--- config.mk ---
export PLATFORM = sky130hd
export DESIGN_NAME = dds_nco_pipe
export DESIGN_NICKNAME = d
export VERILOG_FILES = /design/src/rtl/dds_nco_pipe.sv
export SDC_FILE = /design/constraint.sdc
export NUM_CORES = 1
export LEC_CHECK = 0
export CAP_MARGIN = 20
export CORE_MARGIN = 8
export CORE_UTILIZATION = 53
export CTS_BUF_LIST = sky130_fd_sc_hd__clkbuf_2
export DETAILED_ROUTE_END_ITERATION = 8
export PLACE_DENSITY = 0.89
export SYNTH_ARGS = -nofsm -noshare
export SYNTH_HDL_FRONTEND = slang
export SYNTH_SLANG_ARGS = --single-unit
--- constraint.sdc ---
create_clock -name clk_in -period 4.53 [get_ports clk_in]
set_input_delay 0.906 -clock clk_in [delete_from_list [all_inputs] [get_ports clk_in]]
set_output_delay 0.906 -clock clk_in [all_outputs]
set_load 0.02 [all_outputs]
--- src/rtl/dds_nco_pipe.sv ---
// dds_nco_pipe: pipelined DDS/NCO with a modulo-2^PHASE_W phase accumulator,
// a phase-offset input, and square, sawtooth and folded-triangle waveforms.
// A registered unsigned amplitude scale follows the waveform stage.
// New tuning words are accepted by a valid/ready handshake. They are applied
// phase-coherently when the accumulator wraps.
//
// Ports:
//   clk_in        clock, rising edge
//   rst_in        synchronous active-high reset
//   enable_in     run; low zeroes the phase, samples in flight drain
//   ftw_in        new frequency tuning word (zero-extended to PHASE_W)
//   ftw_valid_in  ftw_in valid
//   ftw_ready_out high when a new tuning word can be accepted
//   phase_ofs_in  phase offset added before waveform generation
//   wavesel_in    00 off, 01 square, 10 sawtooth, 11 triangle
//   duty_in       square threshold compared against truncated phase
//   amp_in        unsigned amplitude scale
//   wave_out      signed scaled sample
//   valid_out     wave_out holds a live sample
//   sync_out      pulse on the first sample taken from a wrapped phase
module dds_nco_pipe #(
  parameter int PHASE_W = 16,
  parameter int FTW_W   = 16,
  parameter int OUT_W   = 8,
  parameter int AMP_W   = 8
) (
  input  logic               clk_in,
  input  logic               rst_in,
  input  logic               enable_in,
  input  logic [FTW_W-1:0]   ftw_in,
  input  logic               ftw_valid_in,
  output logic               ftw_ready_out,
  input  logic [PHASE_W-1:0] phase_ofs_in,
  input  logic [1:0]         wavesel_in,
  input  logic [OUT_W-1:0]   duty_in,
  input  logic [AMP_W-1:0]   amp_in,
  output logic [OUT_W-1:0]   wave_out,
  output logic               valid_out,
  output logic               sync_out
);

  localparam int PROD_W = OUT_W + AMP_W + 1;

  typedef enum logic [1:0] {
    WAVE_OFF = 2'b00,
    WAVE_SQR = 2'b01,
    WAVE_SAW = 2'b10,
    WAVE_TRI = 2'b11
  } wave_e;

  // Stage A: accumulator and tuning-word handling
  logic [PHASE_W-1:0] phase_reg;
  logic               carry_a;
  logic               en_a;
  logic [FTW_W-1:0]   active_ftw;
  logic [FTW_W-1:0]   pend_ftw;
  logic               pending;
  logic [PHASE_W:0]   acc_sum;
  logic               apply_now;

  // Stage B: waveform
  logic [PHASE_W-1:0] ofs_sum;
  logic [OUT_W-1:0]   p;
  logic [OUT_W-2:0]   q;
  wave_e              wave_sel;
  logic [OUT_W-1:0]   wave_nxt;
  logic signed [OUT_W-1:0] wave_b;
  logic               en_b;
  logic               sync_b;

  // Stage C: amplitude scaling
  logic signed [PROD_W-1:0] product;
  logic signed [PROD_W-1:0] shifted;
  logic                     unused_bits;

  assign ftw_ready_out = !pending;

  always_comb begin
    acc_sum   = {1'b0, phase_reg} + {1'b0, PHASE_W'(active_ftw)};
    // A zero active word would never wrap, so a pending word applies at once.
    apply_now = pending && ((enable_in && acc_sum[PHASE_W]) || !enable_in ||
                            (active_ftw == '0));
  end

  always_ff @(posedge clk_in) begin
    if (rst_in) begin
      phase_reg  <= '0;
      carry_a    <= 1'b0;
      en_a       <= 1'b0;
      active_ftw <= '0;
      pend_ftw   <= '0;
      pending    <= 1'b0;
    end else begin
      en_a <= enable_in;
      if (enable_in) begin
        phase_reg <= acc_sum[PHASE_W-1:0];
        carry_a   <= acc_sum[PHASE_W];
      end else begin
        phase_reg <= '0;
        carry_a   <= 1'b0;
      end
      if (apply_now) begin
        active_ftw <= pend_ftw;
        pending    <= 1'b0;
      end else if (ftw_valid_in && !pending) begin
        pend_ftw <= ftw_in;
        pending  <= 1'b1;
      end
    end
  end

  always_comb begin
    ofs_sum  = phase_reg + phase_ofs_in;
    p        = ofs_sum[PHASE_W-1 -: OUT_W];
    q        = p[OUT_W-1] ? ~p[OUT_W-2:0] : p[OUT_W-2:0];
    wave_sel = wave_e'(wavesel_in);
    wave_nxt = '0;
    case (wave_sel)
      WAVE_SQR: wave_nxt = (p < duty_in) ? {1'b0, {(OUT_W-1){1'b1}}}
                                         : {1'b1, {(OUT_W-1){1'b0}}};
      WAVE_SAW: wave_nxt = {~p[OUT_W-1], p[OUT_W-2:0]};
      // (q<<1) - 2^(OUT_W-1) in OUT_W bits is {q,0} with its MSB inverted
      WAVE_TRI: wave_nxt = {~q[OUT_W-2], q[OUT_W-3:0], 1'b0};
      default:  wave_nxt = '0;
    endcase
  end

  always_ff @(posedge clk_in) begin
    if (rst_in) begin
      wave_b <= '0;
      en_b   <= 1'b0;
      sync_b <= 1'b0;
    end else begin
      wave_b <= wave_nxt;
      en_b   <= en_a;
      sync_b <= carry_a && en_a;
    end
  end

  always_comb begin
    product = PROD_W'(wave_b) * PROD_W'($signed({1'b0, amp_in}));
    shifted = product >>> AMP_W;
  end

  assign unused_bits = ^{ofs_sum, shifted};

  always_ff @(posedge clk_in) begin
    if (rst_in) begin
      wave_out  <= '0;
      valid_out <= 1'b0;
      sync_out  <= 1'b0;
    end else begin
      valid_out <= en_b;
      sync_out  <= sync_b && en_b;
      wave_out  <= en_b ? shifted[OUT_W-1:0] : '0;
    end
  end

endmodule

==> summary.txt, run 1 <==
Power
  • Maximum VDD drop: 0.179 mV
  • Pleak: 3.20 nW
  • Cell Pwr Density: 236 nW/um2
  • Power consumption: 0.00162 W

Worst setup path
  • Crit path top cell by count: fa_1
  • CP delay by family, top: adder cells
  • CP endpoint kind: register
  • CP Data Required Time: 4.95 ns
  • CP max stage delay: 0.54 ns
  • Crit path DAT: 4.91 ns
  • CP Cell Sequence: buf_6 -> nand2b_4 -> fa_1 -> fa_1 -> inv_1 -> fa_1 -> fa_1 -> ha_1 -> nand4_1 -> o221ai_2 -> a21o_1 -> a22o_1 -> o41a_1 -> a31oi_1 -> xnor2_1 -> nor2_1
  • Crit-path slowest cell: fa_1
  • Setup CP Type: in2reg
  • Startpoint types: primary input
  • Crit Path Max Fanout: 3
  • WP buf/inv: 2

Logic synthesis
  • Cells after synthesis: 637
  • Ys async rst share: 0%
  • Cell taking the most area after synthesis: dfxtp_1
  • Seq/Total Area, Yosys: 25.2%
  • Yosys top cell area share: 25.2%
  • Syn Nets: 802
  • Mean area per synthesized cell: 8.84 um2
  • Yosys cell types: 57
  • Syn Std Cell Area: 5630 um2
  • Top cells by area, synth: dfxtp_1 25%, ha_1 17%, fa_1 13%, nand2_1 5.8%, and2_1 4.7%
  • EDFF count, synth: 0
  • Yosys warning total: 0
  • Main synth FF type: dfxtp_1
  • #FFs+latches synth: 71

Timing
  • Worst-margin pin slew: 0.928 ns
  • RSZ-0062 raised after global routing: yes
  • Final setup fails: 0
  • Final worst slack: 0.0396 ns
  • Final slew viol count: 0
  • Hold slack: 0.464 ns
  • Ratio of final minimum period to clock period: 99.1%
  • Max-slew headroom: 38.0%
  • Hold Fails Final Rpt: 0
  • Layout Skew: 0.0454 ns
  • Tmin final: 4.49 ns
  • Max Fclk: 223 MHz

Clocking
  • Clock Tree Buf Depth: 2
  • Clock transition at path regs: 0.22 ns
  • TritonCTS Buffers: 9
  • Root buf cell: clkbuf_2
  • Total clock sinks: 71
  • Clk Latency, worst-skew pair: 0.52 ns
  • Cts hold-fix bufs: 0
  • H-tree depth: 3
  • CTS tree: done

Global routing
  • First-pass GRT wire length: 22900 um
  • Remaining Overflow, GRT: 0
  • Largest net degree at the start of global routing: 34
  • All-Layer GR Usage: 19.3%
  • Vias in the first global route: 5281
  • Initial antenna violation count: 0

Routing
  • DR iter-0 viols: 262
  • DRC viols: 0
  • WL/cell: 15.2 um
  • Vias post-DR: 4825
  • Drt total wl: 13400 um
  • Pre-Repair DR Iteration Count: 4
  • Final ANT Viol Nets: 0
  • Via density per instance: 5.46

Placement
  • Pre-CTS setup slack: -1.02 ns
  • Routability-driven placement congestion ratio: 0.870
  • Dpl hpwl: 11300 um
  • Port Buffers: 64

Floorplan
  • Core Area: 10300 um2
  • FP Rows: 37
  • Die X-Extent: 119 um
  • Starting Density: 54.5%
  • Die area: 14200 um2
  • Die height: 119 um
  • IO Pins: 65

Finish
  • Share of layout cells above drive strength 1: 12.7%
  • Area growth from synthesis to layout: 22.1%
  • Antenna Cells: 0
  • Final #Nets: 907
  • Util after Layout: 66.6%
  • Fill count: 817
  • Register Area: 1440 um2
  • Multi-input gate area: 3960 um2

Min path
  • Hold Crit Class: reg2reg

Outcome
  • Status: complete, no violations

Flow run
  • Max Cap Violations: 0
## worst min-delay path: stages, from the launching register on
cell and delay (ns):
dfxtp_1 0.36, nand2_1 0.05, mux2i_1 0.05
## per-layer routing
metal	GRT usage [%]	vias to the layer above	wire length (um)
li1	-	2383	-
met1	19.0	2302	5120
met2	38.8	114	7440
met3	3.68	26	569
met4	7.11	0	284
met5	0	-	0
## cells in the final DEF (no fill, tap or decap), types with 12 or more instances in the layout
cell type	count
and2_1	42
nor2_1	34
dfxtp_1	65
o21ai_0	12
ha_1	73
fa_1	36
inv_1	60
nand2_1	85
mux2i_1	17
buf_4	46
clkdlybuf4s50_1	56
a21oi_1	38
xnor2_1	22
## cells in the mapped netlist (all sizes together) (5+ instances only)
cell type  instances
nor2b              6
nor2              34
nand3              6
a21o              11
nor3              10
a21oi             42
xnor2             22
nand2b            11
nor4               5
a31oi              5
and2              43
clkbuf            10
o21ai             13
nand4              7
xor2               8
nand2             87
fa                36
dfxtp             71
mux2i             17
inv               63
ha                75
## repair_timing
item | in CTS | in global routing
pin swaps | 16 | 20
gates resized for setup | 37 | 18
cloned | 0 | 0
buffers inserted | 2 | 4
setup endpoints to repair | 5 | 5
## layout make-up
type,count,share of cell area (%)
inverters,64,3.49
clock inverters,7,1.04
flip-flops and latches,71,20.9
clock buffers,9,0.655
well taps,136,2.48
multi-input cells,489,57.6
repair buffers,107,13.8
## path summary, 6_finish.rpt
path / from / endpoint / slack [ns] / depth (start not counted)
hold / removal: pend_ftw[8]$_SDFFE_PP0P_ / active_ftw[8]$_SDFFE_PP0P_ / 0.46 / 2
setup reg to reg: wave_b[3]$_SDFF_PP0_ / wave_out[7]$_SDFF_PP0_ / 0.09 / 15
hold reg to reg: pend_ftw[8]$_SDFFE_PP0P_ / active_ftw[8]$_SDFFE_PP0P_ / 0.46 / 2
setup / recovery: amp_in[0] / wave_out[7]$_SDFF_PP0_ / 0.04 / 16
## where the power goes
part	internal, W	total, W	switching [W]
clock	0.000127	0.000370	0.000243
sequential	0.000650	0.000672	0.0000212
combinational	0.000292	0.000583	0.000291
## stage by stage
step | std cells | TNS, ns | cell area, um2
6_report | 883 | 0 | 6870
5_1_grt | 883 | -0.122 | 6870
4_1_cts | 879 | 0 | 6820
3_5_place_dp | 861 | -6.29 | 6700
3_3_place_gp | 861 | -4.26 | 6700
2_1_floorplan | 637 | -0.355 | 5660
## logic make-up after synthesis
logic type / synth area share (%)
xor+xnor: 4.67
mux: 3.02
fa+ha+maj: 29.5
simple gates: 19.6
flops: 25.2
buf+inv: 5.29
compound gates: 12.8
(Power assumes the default switching activity.)
==> run 2: changes to the inputs <==
Settings changed: CORE_UTILIZATION 53 to 30, PLACE_DENSITY 0.89 to 0.6.
==> summary.txt, run 2 (synthesis results as in run 1) <==
Min path
  • Hold Path Sink: active_ftw[9]$_SDFFE_PP0P_ (was active_ftw[8]$_SDFFE_PP0P_)
  • Worst hold stages: 2 (unchanged)
  • Hold Crit Class: reg2reg (unchanged)
  • Hold Path Origin: pend_ftw[9]$_SDFFE_PP0P_ (was pend_ftw[8]$_SDFFE_PP0P_)

Clocking
  • TritonCTS Buffers: 9 (unchanged)
  • Root buf cell: clkbuf_2 (unchanged)
  • H-tree depth: 3 (unchanged)
  • CTS tree: done (unchanged)
  • Total clock sinks: 71 (unchanged)
  • Clock transition at path regs: 0.26 ns (was 0.22 ns)
  • Post-CTS setup buffers: 0 (was 2)
  • Clock Tree Buf Depth: 2 (unchanged)
  • Clk Latency, worst-skew pair: 0.56 ns (was 0.52 ns)

Worst setup path
  • CP endpoint kind: register (unchanged)
  • Worst r2r dst: wave_out[7]$_SDFF_PP0_ (unchanged)
  • Worst r2r src: wave_b[7]$_SDFF_PP0_ (was wave_b[3]$_SDFF_PP0_)
  • Crit path DAT: 4.92 ns (was 4.91 ns)
  • Crit Path Max Fanout: 6 (was 3)
  • Startpoint types: primary input (unchanged)
  • Setup CP Type: in2reg (unchanged)
  • R2R cell count: 16 (was 15)
  • CP Data Required Time: 4.96 ns (was 4.95 ns)
  • R2r setup slk: 0.09 ns (about the same)

Routing
  • Via density per instance: 4.66 (was 5.46)
  • DR iter-0 viols: 96 (was 262)
  • DRC viols: 0 (unchanged)
  • Drt total wl: 12900 um (was 13400 um)
  • Pre-Repair DR Iteration Count: 4 (unchanged)
  • Final ANT Viol Nets: 0 (unchanged)
  • WL/cell: 13.1 um (was 15.2 um)
  • Vias post-DR: 4573 (was 4825)

Floorplan
  • Core Area: 18600 um2 (was 10300 um2)
  • IO Pins: 65 (unchanged)
  • Die height: 153 um (was 119 um)
  • FP Rows: 50 (was 37)
  • Starting Density: 30.3% (was 54.5%)
  • Die X-Extent: 153 um (was 119 um)
  • Die area: 23400 um2 (was 14200 um2)

Power
  • P_sw: 0.000564 W (was 0.000555 W)
  • Net Sw Frac: 34.2% (was 34.1%)
  • Maximum VDD drop: 0.161 mV (was 0.179 mV)
  • Cell Pwr Density: 235 nW/um2 (was 236 nW/um2)
  • Comb power frac: 35.4% (was 35.9%)
  • Sequential power share: 40.7% (was 41.3%)
  • Power consumption: 0.00165 W (was 0.00162 W)
  • Pleak: 3.21 nW (was 3.20 nW)
  • Clock share of power: 23.8% (was 22.8%)
  • Cell Int Power: 0.00109 W (was 0.00107 W)

Timing
  • Max Fclk: 223 MHz (about the same)
  • Hold Fails Final Rpt: 0 (unchanged)
  • Max-slew headroom: 40.6% (was 38.0%)
  • Tmin final: 4.49 ns (about the same)
  • Worst-margin pin slew: 0.889 ns (was 0.928 ns)
  • Final worst slack: 0.0433 ns (was 0.0396 ns)
  • Final setup fails: 0 (unchanged)
  • Ratio of final minimum period to clock period: 99.0% (was 99.1%)
  • Setup TNS: 0 ns (unchanged)
  • Layout Skew: 0.0486 ns (was 0.0454 ns)
  • Final slew viol count: 0 (unchanged)
  • RSZ-0062 raised after global routing: yes (unchanged)
  • Hold slack: 0.452 ns (was 0.464 ns)

Finish
  • Area growth from synthesis to layout: 24.8% (was 22.1%)
  • Layout Cells excl Fill: 982 (was 883)
  • Final #Nets: 908 (was 907)
  • Commonest cells after routing, fill and taps aside: 84 x nand2_1, 72 x ha_1, 65 x dfxtp_1 (was 85 x nand2_1, 73 x ha_1, 65 x dfxtp_1)
  • Fill count: 1896 (was 817)
  • Antenna Cells: 0 (unchanged)
  • Share of layout cells above drive strength 1: 13.8% (was 12.7%)
  • Most common cell after layout, fill and taps aside: nand2_1 (unchanged)

Global routing
  • All-Layer GR Usage: 11.7% (was 19.3%)
  • Remaining Overflow, GRT: 0 (unchanged)
  • Largest net degree at the start of global routing: 35 (was 34)
  • First-pass GRT wire length: 22700 um (was 22900 um)
  • Vias in the first global route: 4877 (was 5281)
  • Initial antenna violation count: 0 (unchanged)

Outcome
  • Status: complete, no violations (unchanged)

Placement
  • Pre-CTS setup slack: -0.957 ns (was -1.02 ns)
  • Port Buffers: 64 (unchanged)
  • Dpl hpwl: 10800 um (was 11300 um)
  • Routability-driven placement congestion ratio: 0.768 (was 0.870)
  • Dpl cells: 966 (was 861)

Flow run
  • Max Cap Violations: 0 (unchanged)
## run 2: power by group through the flow
stage	logic (W)	clock network [W]	registers [W]
2_1_floorplan	0.000362	0	0.000681
3_3_place_gp	0.000563	0	0.000684
3_5_place_dp	0.000576	0	0.000684
5_1_grt	0.000676	0.000437	0.000677
6_report	0.000585	0.000393	0.000672
4_1_cts	0.000578	0.000409	0.000672
## run 2: final cells by class
cell class,instances,area (um2),area share [%]
clock buffers,9,45.0,0.641
clock inverters,7,78.8,1.12
inverters,64,240,3.42
multi-input cells,489,3990,56.8
flip-flops and latches,71,1440,20.4
well taps,234,293,4.17
repair buffers,108,941,13.4
## run 2: worst max-delay path by stage
stage	cells after the start	slack, ns	end	from
floorplan	15	-0.17	wave_out[7]$_SDFF_PP0_	amp_in[0]
global placement	16	-0.84	wave_out[7]$_SDFF_PP0_	amp_in[2]
detailed placement	16	-0.96	wave_out[7]$_SDFF_PP0_	amp_in[2]
CTS	16	0.0008	wave_out[7]$_SDFF_PP0_	amp_in[0]
global route	15	-0.11	wave_out[6]$_SDFF_PP0_	wave_b[4]$_SDFF_PP0_
finish	16	0.04	wave_out[7]$_SDFF_PP0_	amp_in[2]
## run 2: critical path: stages
cell	delay, ns
clkbuf_4	0.15
nand2_2	0.07
fa_1	0.49
fa_1	0.50
inv_2	0.04
fa_1	0.50
fa_1	0.60
ha_4	0.21
nand4_1	0.11
o221ai_2	0.12
a21o_1	0.18
a22o_1	0.21
o41a_1	0.44
a31oi_1	0.20
xnor2_1	0.14
nor2_1	0.05
## run 2: stage by stage
step,instance area (um2),util [%]
after global placement,6870,37.0
after detailed placement,6870,37.0
after global routing,7030,37.8
final,7030,37.8
after floorplan,5660,-
after CTS,7000,37.7
## run 2: timing repair
| item | 4_1_cts | 5_1_grt |
|---|---|---|
| pin swaps | 6 | 19 |
| resized for setup | 19 | 36 |
| hold buffers | 0 | 0 |
| endpoints found under the setup margin | 5 | 4 |
## run 2: metal layers
layer / global-route usage [%] / vias up / share of wire [%]
met3: 2.26 / 13 / 2.3
met2: 21.9 / 55 / 52
met4: 2.59 / 0 / 0.94
met1: 13.4 / 2135 / 45
met5: 0 / - / 0
li1: - / 2370 / -
